===== config.mk =====
export PLATFORM = sky130hd
export DESIGN_NAME = mem_arbiter
export DESIGN_NICKNAME = d
export VERILOG_FILES = /design/src/rtl/mem_arbiter.sv
export SDC_FILE = /design/constraint.sdc
export NUM_CORES = 1
export LEC_CHECK = 0
export ABC_AREA = 1
export ABC_CLOCK_PERIOD_IN_PS = 3000
export BUFFER_PORTS_ARGS = -buffer_cell sky130_fd_sc_hd__buf_2
export CAP_MARGIN = 15
export CORE_ASPECT_RATIO = 1.1
export CORE_UTILIZATION = 51
export CTS_CLUSTER_SIZE = 10
export DETAILED_ROUTE_END_ITERATION = 8
export GPL_TIMING_DRIVEN = 0
export MAX_ROUTING_LAYER = met4
export PLACE_DENSITY = 0.86
export SLEW_MARGIN = 0
export SYNTH_ARGS = -nofsm -noshare
export SYNTH_HDL_FRONTEND = slang
export SYNTH_SLANG_ARGS = --single-unit

===== constraint.sdc =====
create_clock -name clk -period 3 [get_ports clk]
set_input_delay 0.6 -clock clk [delete_from_list [all_inputs] [get_ports clk]]
set_output_delay 0.6 -clock clk [all_outputs]
set_load 0.01 [all_outputs]

===== src/rtl/mem_arbiter.sv =====
// mem_arbiter: two-requester (instruction fetch / data memory) arbiter for a
// single-ported synchronous memory. One transaction at a time runs through
// IDLE -> ACCESS -> RESP, and a one-cycle done pulse follows in IDLE.
// Simultaneous requests are resolved round-robin on the last owner.
//
// Ports:
//   clk, rst_f               clock, synchronous active-low reset
//   if_req, if_addr          fetch request (level) and word address
//   dm_req, dm_we, dm_addr,
//   dm_wdata                 data request (level), store flag, address, data
//   mem_rdata                memory read data, valid the cycle after mem_en
//   mem_en, mem_we,
//   mem_addr, mem_wdata      memory access strobe, write enable, address, data
//   if_gnt, dm_gnt           owner's grant during ACCESS
//   if_done, dm_done         one-cycle completion pulse
//   if_rdata, dm_rdata       per-requester registered read data
//   busy                     high whenever a transaction is in flight
module mem_arbiter (
  input  logic        clk,
  input  logic        rst_f,
  input  logic        if_req,
  input  logic [15:0] if_addr,
  input  logic        dm_req,
  input  logic        dm_we,
  input  logic [15:0] dm_addr,
  input  logic [31:0] dm_wdata,
  input  logic [31:0] mem_rdata,
  output logic        mem_en,
  output logic        mem_we,
  output logic [15:0] mem_addr,
  output logic [31:0] mem_wdata,
  output logic        if_gnt,
  output logic        dm_gnt,
  output logic        if_done,
  output logic        dm_done,
  output logic [31:0] if_rdata,
  output logic [31:0] dm_rdata,
  output logic        busy
);

  localparam int unsigned AW = 16;
  localparam int unsigned DW = 32;

  typedef enum logic [1:0] {
    S_IDLE   = 2'd0,
    S_ACCESS = 2'd1,
    S_RESP   = 2'd2
  } state_t;

  state_t        state, state_n;
  logic          owner, owner_n;            // 1 = DM, 0 = fetch
  logic          last_owner, last_owner_n;  // 1 = DM, 0 = fetch
  logic          lat_we, lat_we_n;
  logic [AW-1:0] mem_addr_n;
  logic [DW-1:0] mem_wdata_n, if_rdata_n, dm_rdata_n;
  logic          mem_en_n, mem_we_n, if_gnt_n, dm_gnt_n;
  logic          if_done_n, dm_done_n, busy_n;
  logic          if_vld_c, dm_vld_c, pick_dm_c;

  // Next-state and next-output logic
  always_comb begin
    state_n      = state;
    owner_n      = owner;
    last_owner_n = last_owner;
    lat_we_n     = lat_we;
    mem_addr_n   = mem_addr;
    mem_wdata_n  = mem_wdata;
    if_rdata_n   = if_rdata;
    dm_rdata_n   = dm_rdata;
    mem_en_n     = 1'b0;
    mem_we_n     = 1'b0;
    if_gnt_n     = 1'b0;
    dm_gnt_n     = 1'b0;
    if_done_n    = 1'b0;
    dm_done_n    = 1'b0;

    // A requester completing this cycle is masked so a held req cannot re-win immediately
    if_vld_c  = if_req & ~if_done;
    dm_vld_c  = dm_req & ~dm_done;
    pick_dm_c = dm_vld_c & (~if_vld_c | ~last_owner);

    case (state)
      S_IDLE: begin
        if (if_vld_c | dm_vld_c) begin
          state_n      = S_ACCESS;
          owner_n      = pick_dm_c;
          last_owner_n = pick_dm_c;
          mem_en_n     = 1'b1;
          if_gnt_n     = ~pick_dm_c;
          dm_gnt_n     = pick_dm_c;
          if (pick_dm_c) begin
            mem_addr_n  = dm_addr;
            mem_wdata_n = dm_wdata;
            lat_we_n    = dm_we;
            mem_we_n    = dm_we;
          end else begin
            mem_addr_n  = if_addr;
            lat_we_n    = 1'b0;
          end
        end
      end
      S_ACCESS: begin
        state_n = S_RESP;
      end
      S_RESP: begin
        state_n = S_IDLE;
        if (!lat_we) begin
          if (owner) dm_rdata_n = mem_rdata;
          else       if_rdata_n = mem_rdata;
        end
        if_done_n = ~owner;
        dm_done_n = owner;
      end
      default: begin
        state_n = S_IDLE;
      end
    endcase

    busy_n = (state_n != S_IDLE);
  end

  // State and output registers
  always_ff @(posedge clk) begin
    if (!rst_f) begin
      state      <= S_IDLE;
      owner      <= 1'b0;
      last_owner <= 1'b1;
      lat_we     <= 1'b0;
      mem_addr   <= '0;
      mem_wdata  <= '0;
      if_rdata   <= '0;
      dm_rdata   <= '0;
      mem_en     <= 1'b0;
      mem_we     <= 1'b0;
      if_gnt     <= 1'b0;
      dm_gnt     <= 1'b0;
      if_done    <= 1'b0;
      dm_done    <= 1'b0;
      busy       <= 1'b0;
    end else begin
      state      <= state_n;
      owner      <= owner_n;
      last_owner <= last_owner_n;
      lat_we     <= lat_we_n;
      mem_addr   <= mem_addr_n;
      mem_wdata  <= mem_wdata_n;
      if_rdata   <= if_rdata_n;
      dm_rdata   <= dm_rdata_n;
      mem_en     <= mem_en_n;
      mem_we     <= mem_we_n;
      if_gnt     <= if_gnt_n;
      dm_gnt     <= dm_gnt_n;
      if_done    <= if_done_n;
      dm_done    <= dm_done_n;
      busy       <= busy_n;
    end
  end

endmodule

# After elaboration in Yosys (flattened, before gate mapping)
# Cells that the tools add are included.
# totals
register_bits	124
out_inout_bits	119
word_cells	43
# op_classes
n_eq_ne	2
muxes	5
bitwise_logic	12
reduce_logical	9
# ops
cell	count
two-way mux 16 bit	1
AND reduction 3 bit	4
inverter 1 bit	7
AND reduction 2 bit	3
case mux 2 bit (2 select lines)	1
bitwise AND 1 bit	3
== test 2 x 1 -> 1 bit, second input constant	1
== test 2 bit, second input constant	1
logical NOT 2 bit	1
two-way mux 1 bit	2
two-way mux 2 bit	1
OR 1 bit	2
nonzero test 2 bit	1

# Logic depth before layout (Yosys ltp)
# depth
ltp_word	6
depth_mapped	9
mapped_depth_nobuf	7

# Least setup slack after synthesis
# No wires, ideal clock.
# synth_timing
kind	input to register
startpoint	input dm_req
endpoint	register mem_wdata[0]
t_arrival_ns	1.273
t_required_ns	2.887
path_slack_ns	1.614
cell_stages	7
cell_sequence	nand2_2 > inv_2 > nand3_2 > buf_6 > buf_4 > nor2_1 > nor2_1
# synth_between
elab_chain_cells	3
elab_cells_between_ends	4
classes_between	3 x bitwise; 1 x reduce/logical
# synth_rtl
element	line	source
from (decl)	23	input logic dm_req,
bitwise AND 1 bit (*)	79	dm_vld_c = dm_req & ~dm_done;
bitwise AND 1 bit or OR 1 bit (tied branches)	80, 84	
AND reduction 3 bit (no line) (*)	-	
to (signal assigned)	146	mem_wdata <= mem_wdata_n;
to (decl)	31	output logic [31:0] mem_wdata,
# Mark *: on every way between the ends. The rest lies on a longest branch, timed or not.
# A chain may end at the register's enable or synchronous reset.

# Worst setup path in the final report
# layout_timing
startpoint	register if_rdata[13]
endpoint	output if_rdata[13]
# layout_rtl
element	line	source
from (decl)	36	output logic [31:0] if_rdata,
from (signal assigned)	147	if_rdata <= if_rdata_n;
# No word-level cell between the ends.

==> reports/results.tsv <==
stage	metric	value	unit
placed_design	Routability Congestion	0.830	
placed_design	Port Buf Inserts	218	
timing	Fmax	0.630	GHz
clock_tree	root buf cell	clkbuf_8	
worst_setup_path	Critical Path RT	2.40	ns
floorplan	FP Rows	37	
floorplan	DIE HEIGHT	105	µm
timing	Hold Vio Cnt, Final	0	
floorplan	die area	10000	µm²
power_and_ir_drop	Pleak	3.57	nW
worst_setup_path	RR Startpoint	state[1]	
synth	Netlist cell types	21	
worst_setup_path	crit path max-delay cell type	dfxtp_1	
routing	WL final	12700	µm
timing	Setup TNS Final	0	ns
synth	top cells by area, synth	dfxtp_1 51%, nor2_1 18%, nand2_1 9.2%	
worst_hold_path	worst hold start	dm_wdata[22]	
worst_hold_path	Min-Delay Path Depth	3	
global_route	largest net degree at the start of global routing	17	
finish	ANT cells	0	
synth	Mean Syn Cell Area	7.14	µm²
finish	FILL cells	793	
placed_design	dpl ws	1.35	ns
floorplan	# IOs	220	
synth	register bit count reported by yosys	124	
synth	Post-Syn Area	4910	µm²
power_and_ir_drop	pwr/cell area	671	nW/µm²
clock_tree	clk_lat worst skew	0.50	ns
run	max_cap viols	0	
timing	Final period util	0.529	
status	status	complete, no violations	
synth	post-synthesis sequential area ratio	0.505	
clock_tree	CTS Hold Bufs	0	
clock_tree	CTS tree	yes	
global_route	GR Util met3	0.0648	
timing	Slew @ Worst Pin	0.505	ns
global_route	met1 Use GR	0.308	
clock_tree	CTS buffer count	17	
finish	area delta synth->final	37.3	%
synth	Syn Inst Count	688	
power_and_ir_drop	Peak VDD IR	0.380	mV
timing	setup ws final	1.41	ns
worst_setup_path	reg2reg path depth	6	
routing	vias	4948	
global_route	GRT Util Overall	0.267	
worst_setup_path	max incr delay on CP	0.35	ns
clock_tree	H-tree depth	4	
global_route	vias in the first global route	4607	
synth	syn_nets	789	
worst_setup_path	worst r2r dst	if_rdata[21]	
timing	fin. max-slew vios	0	
clock_tree	CTS max path bufs	2	
global_route	routing usage on met2	0.440	
worst_setup_path	critical path class	register to primary output	
global_route	busiest layer in global routing	met2	
synth	YS warnings	0	
placed_design	detailed placer's ending HPWL	9350	µm
worst_setup_path	CP top delay family	flip-flops	
worst_setup_path	CP Max Fanout	2	
synth	cell accounting for the most synthesized area	dfxtp_1	
worst_setup_path	Critical Path End Type	primary output	
routing	Via density	4.70	
clock_tree	Worst-path clk slew	0.06	ns
floorplan	die width	95.6	µm
routing	Pre-antenna DRT Iters	5	
routing	DRC viols	0	
floorplan	Core ar.	9350	µm²
worst_setup_path	Buf/Inv on CP	1	
worst_setup_path	Worst EP arrival	0.99	ns
global_route	GRT Residual Overflow	0	
clock_tree	Setup Buffers After CTS	0	
worst_setup_path	instance count on the critical path	1	
worst_setup_path	critical path cell sequence	buf_2	
timing	Rel. slew slack	0.663	
finish	Nets	1026	
clock_tree	clock sink total	124	
global_route	first-pass GRT wire length	20500	µm
clock_tree	Post-CTS Resized	0	
timing	fin crit period	1.59	ns
global_route	initial antenna violation count	0	
power_and_ir_drop	Total Power	4.52	mW
floorplan	Initial Util	0.525	
worst_hold_path	Hold Path Class	primary input to register	
finish	share of layout cells above drive strength 1	0.307	
worst_setup_path	startpoint types	register	
timing	Clock Skews	0.00983	ns
worst_setup_path	flop2flop setup slack	1.58	ns
worst_hold_path	Hold Path Sink	mem_wdata[22]	
timing	Final Setup Violations	0	
synth	top-area cell type share of the netlist area	0.505	
routing	routed length per instance	12.1	µm
routing	initial DRC count	179	
timing	setup repair after global routing missed its margin	no	
routing	Final ANT Viol Nets	0	
-- cell usage after synthesis --
cell type,n
buf_6,10
a21boi_1,1
a21boi_0,15
nor2_4,1
nand2_2,3
a21oi_4,1
nor3_1,2
a21oi_1,2
nand2_1,121
nand3_1,18
buf_4,2
dfxtp_1,124
inv_2,7
clkbuf_1,15
nand3_2,2
buf_2,14
nor2_1,230
nor2_2,1
o21ai_1,1
inv_1,54
o21ai_0,64
-- cell type report --
cell class	count	area [µm²]	share of cell area
buffer	41	254	0.0377
timing repair buffer	218	1090	0.162
sequential	124	2480	0.368
tap	117	146	0.0217
clock buffer	19	422	0.0625
multi-input combinational	462	1950	0.289
clock inverter	11	171	0.0254
inverter	61	229	0.0340
-- cell usage in the layout, fill, tap and decap left out, types with 10 or more instances in the layout --
cell / count
nand3_1: 18
inv_1: 54
buf_2: 232
o21ai_0: 64
a21boi_0: 15
buf_6: 10
clkbuf_1: 17
nand2_1: 121
nor2_1: 230
dfxtp_1: 124
clkbuf_16: 16
-- registers in the layout (all words and copies together) (netlist names), 2 cells and up --
name and flops:
state 2, dm_rdata 32, if_rdata 32, mem_wdata 32, mem_addr 16
-- kinds of logic (layout without fill, tap and decap cells) --
| family | after synthesis | after routing | share of synthesized area |
|---|---|---|---|
| flip-flops | 124 | 124 | 0.505 |
| buffers and inverters | 102 | 350 | 0.0983 |
| AND/OR/NAND/NOR | 378 | 378 | 0.300 |
| AO/OA/AOI/OAI | 84 | 84 | 0.0961 |
-- worst min-delay path, stage by stage --
cell,delay [ns]
buf_2,0.07
nor2_1,0.03
nor2_1,0.08
-- how the worst max path moves through the flow --
stage | from | endpoint
2_1_floorplan | dm_req | mem_wdata[0]
3_5_place_dp | dm_req | mem_wdata[0]
3_3_place_gp | dm_req | mem_addr[5]
6_report | if_rdata[13] | if_rdata[13]
4_1_cts | dm_done | dm_done
5_1_grt | if_rdata[19] | if_rdata[19]
-- power by group --
| part | total (mW) | internal, mW | switching (mW) | leakage, nW |
|---|---|---|---|---|
| clock network | 2.05 | 1.34 | 0.712 | 0.284 |
| registers | 1.82 | 1.76 | 0.0547 | 1.01 |
| logic | 0.652 | 0.267 | 0.385 | 2.27 |
-- through the flow --
| stage | std cells | cell area, µm² | util | hold WS, ns |
|---|---|---|---|---|
| finish | 1053 | 6740 | 0.721 | 0.324 |
| CTS | 1053 | 6740 | 0.721 | 0.304 |
| global placement | 1023 | 6150 | 0.657 | 0.458 |
| floorplan | 688 | 4910 | - | 0.444 |
| detailed placement | 1023 | 6150 | 0.657 | 0.465 |
| global route | 1053 | 6740 | 0.721 | 0.311 |
-- per-layer routing --
layer / vias up / share of wire / wire length, µm
li1: 2572 / - / -
met1: 2181 / 0.43 / 5480
met2: 169 / 0.49 / 6170
met3: 26 / 0.059 / 747
met4: 0 / 0.024 / 310
met5: - / 0 / 0
(Power assumes the default switching activity.)
